==> src/rtl/req_arbiter8_if.sv <==
// req_arbiter8_if: requester-side bundle between the agents and the arbiter
interface req_arbiter8_if;
  logic [7:0] req;
  logic done;
  logic rr_mode;
  logic [7:0] gnt;
  logic [2:0] gnt_id;
  logic gnt_valid;
  logic timeout;
  modport master(output req, done, rr_mode, input gnt, gnt_id, gnt_valid, timeout);
  modport slave(input req, done, rr_mode, output gnt, gnt_id, gnt_valid, timeout);
endinterface

==> src/rtl/req_arbiter8.sv <==
// req_arbiter8: 8-way bus arbiter, fixed or round-robin priority, grant held until done/drop/timeout
module req_arbiter8 #(
  parameter int TIMEOUT = 16,
  parameter int CW = 5
) (
  input logic clk,
  input logic rst,
  req_arbiter8_if.slave bus
);
  typedef enum logic {IDLE, GRANT} state_t;
  state_t state, nxt;
  logic [7:0] gnt, gnt_d, rot;
  logic [2:0] gnt_id, gnt_id_d, ptr, ptr_d, sel_fix, sel_rot, sel;
  logic [CW-1:0] cnt, cnt_d;
  logic gnt_valid, gnt_valid_d, timeout, timeout_d, last, rel, win, hold;
  function automatic logic [2:0] pe8(input logic [7:0] v);
    pe8 = 3'd0;
    for (int i = 0; i < 8; i++) if (v[i]) pe8 = 3'(i);
  endfunction
  // rotate so index ptr lands on bit 7; the fixed encoder then yields an offset from ptr+1
  assign rot = 8'({bus.req, bus.req} >> ({1'b0, ptr} + 4'd1));
  assign sel_fix = pe8(bus.req);
  assign sel_rot = pe8(rot) + ptr + 3'd1;
  assign last = cnt == CW'(TIMEOUT - 1);
  assign rel = bus.done | ~bus.req[gnt_id] | last;
  always_ff @(posedge clk) begin
    if (rst) begin
      state <= IDLE;
      gnt <= '0;
      gnt_id <= '0;
      gnt_valid <= 1'b0;
      timeout <= 1'b0;
      ptr <= 3'd7;
      cnt <= '0;
    end else begin
      state <= nxt;
      gnt <= gnt_d;
      gnt_id <= gnt_id_d;
      gnt_valid <= gnt_valid_d;
      timeout <= timeout_d;
      ptr <= ptr_d;
      cnt <= cnt_d;
    end
  end
  always_comb nxt = state == IDLE ? (|bus.req ? GRANT : IDLE) : (rel ? IDLE : GRANT);
  always_comb begin
    sel = bus.rr_mode ? sel_rot : sel_fix;
    win = state == IDLE && |bus.req;
    hold = state == GRANT && !rel;
    gnt_d = win ? 8'd1 << sel : hold ? gnt : 8'd0;
    gnt_id_d = win ? sel : hold ? gnt_id : 3'd0;
    gnt_valid_d = win | hold;
    cnt_d = hold ? cnt + CW'(1) : '0;
    ptr_d = win && bus.rr_mode ? sel - 3'd1 : ptr;
    timeout_d = state == GRANT && last && !bus.done && bus.req[gnt_id];
  end
  assign bus.gnt = gnt;
  assign bus.gnt_id = gnt_id;
  assign bus.gnt_valid = gnt_valid;
  assign bus.timeout = timeout;
endmodule
==> src/flat_wrapper.sv <==
// flat-port wrapper written by rule: the top's interface ports become plain ports
module req_arbiter8_flat 
#(
  parameter int TIMEOUT = 16,
  parameter int CW = 5
)
  (clk, rst, bus_req, bus_done, bus_rr_mode, bus_gnt, bus_gnt_id, bus_gnt_valid, bus_timeout);
  req_arbiter8_if bus_i ();
  input logic clk;
  input logic rst;
  input wire logic [$bits(bus_i.req)-1:0] bus_req;
  input wire logic [$bits(bus_i.done)-1:0] bus_done;
  input wire logic [$bits(bus_i.rr_mode)-1:0] bus_rr_mode;
  output wire logic [$bits(bus_i.gnt)-1:0] bus_gnt;
  output wire logic [$bits(bus_i.gnt_id)-1:0] bus_gnt_id;
  output wire logic [$bits(bus_i.gnt_valid)-1:0] bus_gnt_valid;
  output wire logic [$bits(bus_i.timeout)-1:0] bus_timeout;
  assign bus_i.req = bus_req;
  assign bus_i.done = bus_done;
  assign bus_i.rr_mode = bus_rr_mode;
  assign bus_gnt = bus_i.gnt;
  assign bus_gnt_id = bus_i.gnt_id;
  assign bus_gnt_valid = bus_i.gnt_valid;
  assign bus_timeout = bus_i.timeout;
  req_arbiter8 #(.TIMEOUT(TIMEOUT), .CW(CW)) u_core (.clk(clk), .rst(rst), .bus(bus_i));
endmodule
==> config.mk <==
export PLATFORM = sky130hd
export DESIGN_NAME = req_arbiter8_flat
export DESIGN_NICKNAME = d
export VERILOG_FILES = /design/src/rtl/req_arbiter8_if.sv /design/src/rtl/req_arbiter8.sv /design/src/flat_wrapper.sv
export SDC_FILE = /design/constraint.sdc
export NUM_CORES = 1
export LEC_CHECK = 0
export CAP_MARGIN = 15
export CORE_ASPECT_RATIO = 1.4
export CORE_MARGIN = 1.5
export CORE_UTILIZATION = 47
export DETAILED_ROUTE_END_ITERATION = 10
export GPL_TIMING_DRIVEN = 0
export PLACE_DENSITY = 0.86
export REMOVE_ABC_BUFFERS = 1
export SYNTH_ARGS = -nofsm -noshare
export SYNTH_HDL_FRONTEND = slang
export SYNTH_SLANG_ARGS = --single-unit
==> constraint.sdc <==
create_clock -name clk -period 3.6 [get_ports clk]
set_input_delay 0.54 -clock clk [delete_from_list [all_inputs] [get_ports clk]]
set_output_delay 0.54 -clock clk [all_outputs]
set_load 0.05 [all_outputs]
==> flow_summary.ini <==
[critical_path]
worstSetupStartpointType = register
cp_max_fo = 7
crit_required_ps = 3790
crit_arrival_ps = 3850
rr_worst_depth = 16
end_kind = register
path_class = reg2reg

[sta]
hold_viol_final = 0
period_minus_slack_ps = 3663
worst_slew_pin_slew_ps = 966.7
clock_skew_ps = 2.720
period_share_pct = 101.7
timing.fmax_ghz = 0.2730
tns_ps = -62.52
setup_viol = 1
maxSlewHeadroom_pct = 35.42
rsz0062_at_grt = true
final_max_slew_viol_count = 0
setup_ws_ps = -62.52

[global_route]
grt_pass1_wl_mm = 5.637
grt.overflow.total = 0
grt_pass1_vias = 1316
antenna_found_initial = 0
track_usage_pct = 21.75
grt_max_degree = 18

[clock_network]
clock_path_buffers = 2
clk_pin_slew_ps = 70
clk_latency_ps = 260
cts-htree-levels = 1
clock-sinks = 21
cts-root-buf = clkbuf_8
cts_tree = yes
numCtsBuffers = 3

[power]
intPower_uw = 516.7
power_frac_clock_pct = 18.4
p_sw_uw = 313.7
peakVddDrop_mv = 0.2424
switching_share_pct = 37.77
power_density_nw_per_um2 = 436.0
power_leakage_uw = 0.0007887
seqPwrFrac_pct = 33.5
power.total_uw = 830.4
combPwrFrac_pct = 48.1

[layout]
fin_cells = 227
mostFrequentLayoutCell = nand2_1
n_antenna_cell = 0
nets = 212
layout_common_cells = nand2_1, dfxtp_1, clkdlybuf4s50_1
fill_cells = 219
drive_above_1_share_pct = 27.89
syn2layout_area_growth_pct = 31.09

[logic_synthesis]
ys_warn_count = 0
synthXorXnorAreaFrac_pct = 2.412
synth_fa_ha_area_share_pct = 8.269
syn_avg_cell_area_um2 = 9.312
synth-edff-count = 0
synth_top_family_by_area = multiplexers
synth_compound_area_share_pct = 13.01
ys_types = 41
synthFlopType = dfxtp_1
yosys.area_share.simple_pct = 18.69
yosysSeqAreaShare_pct = 28.94
async_reset_ff_share_pct = 0
postSynthCellCount = 156
muxShareOfSynthArea_pct = 23.94
syn-cell-area_um2 = 1453
ys_ff_latch = 21

[worst_hold_path]
hold_depth = 1
hp-class = reg2reg

[placed_design]
gp_congestion = 0.8530
dp.cells = 209
dp_slack_ps = -1017
dp_hpwl_mm = 2.386
io_buffers = 24

[routing]
num_vias = 1349
first_pass_iters = 4
wl_met3_um = 183
route.detailed.drc = 0
drt_iter0_drc = 54
met1Wirelength_mm = 1.317
ant_nets = 0
vias_per_cell = 5.943
dr_wl_met2_mm = 1.930
avgRoutedWirePerCell_um = 15.81
routed.top_layer = met4
drt_wl_total_mm = 3.588

[floorplanning]
initial_utilization_pct = 49.98
coreArea_um2 = 2907
die_area_um2 = 3438
die_h_um = 68.78
rows = 23
top_level_ports = 25
die_w_um = 49.99

[run]
cap_violations = 0

[run_status]
outcome = finished, violations left
violations = setup timing
==> cell usage after synthesis (2+ instances only) <==
master,instances,area [um2]
nand2b_1,3,18.77
nand3_1,5,25.02
nor2b_1,5,31.28
inv_1,5,18.77
dfxtp_1,21,420.4
a32o_1,4,40.04
and2_1,4,25.02
mux2_2,2,22.52
o21ai_0,8,40.04
nor4_1,2,12.51
buf_6,2,22.52
clkbuf_1,4,15.01
mux4_2,5,112.6
a31oi_1,2,12.51
mux2i_1,16,160.2
nand2_1,22,82.58
nor2_1,8,30.03
ha_1,8,100.1
mux4_1,2,52.55
a21oi_1,5,25.02
xor2_1,3,26.28
==> layout make-up <==
type / count / area (um2) / area share [%]
repair buffers: 38 / 312.8 / 16.43
clock buffers: 4 / 45.04 / 2.365
well taps: 37 / 46.29 / 2.431
flip-flops and latches: 21 / 431.7 / 22.67
inverters: 6 / 22.52 / 1.183
multi-input cells: 121 / 1046 / 54.93
==> power by group through the flow <==
stage / Sequential (uW) / Clock, uW / Combinational, uW
floorplan: 330 / 0 / 173
CTS: 280 / 155 / 348
detailed placement: 289 / 0 / 305
global route: 281 / 165 / 429
finish: 278 / 153 / 399
global placement: 287 / 0 / 293
==> final timing paths <==
path                               startpoint            end  slack (ps)
worst min-delay path            u_core.cnt[0]  u_core.cnt[0]         450
worst max-delay path            u_core.ptr[1]  u_core.ptr[2]         -60
worst min register to register  u_core.cnt[0]  u_core.cnt[0]         450
worst max register to register  u_core.ptr[1]  u_core.ptr[2]         -60
==> through the flow <==
| stage | hold slack, ps | utilization (%) | instance area (um2) |
|---|---|---|---|
| after global routing | 480.1 | 65.52 | 1904 |
| after detailed placement | 438.8 | 58.24 | 1693 |
| after global placement | 430.9 | 58.24 | 1693 |
| after floorplan | 421.1 | - | 1406 |
| final | 448.7 | 65.52 | 1904 |
| after CTS | 450.5 | 61.90 | 1799 |
==> metal layers <==
layer / vias up / global-route usage (%)
li1: 628 / -
met1: 645 / 22.54
met2: 63 / 40.79
met3: 13 / 2.586
met4: 0 / 14.93
met5: - / 0
==> sequential cells by signal, summed over array words and instances, names as in the netlist <==
| register | cells |
|---|---|
| u_core.bus.gnt | 8 |
| u_core.bus.gnt_id | 3 |
| u_core.bus.timeout | 1 |
| u_core.cnt | 5 |
| u_core.ptr | 3 |
| u_core.state | 1 |
==> logic make-up after synthesis <==
kind of cell / Yosys count
multiplexers: 25
AO/OA/AOI/OAI: 27
XOR/XNOR: 4
AND/OR/NAND/NOR: 56
adder cells (fa/ha/maj): 9
buffers and inverters: 14
flip-flops: 21
==> repair_timing <==
item,CTS,global route
setup endpoints to repair,11,1
pin swaps,4,6
resized for setup,55,9
buffers inserted,7,7
hold buffers,0,0
==> critical path: stages, from the launching register on <==
cell and delay (ps):
dfxtp_4 440, buf_8 160, mux2i_4 270, mux2i_2 110, mux2i_1 250, nand3_2 130, a311oi_2 210, a21o_1 120
ha_1 160, fa_1 460, a21oi_2 200, inv_2 80, ha_2 180, xor2_1 140, or3_1 320, a21oi_2 160
mux2i_1 190
(Power assumes the default switching activity.)
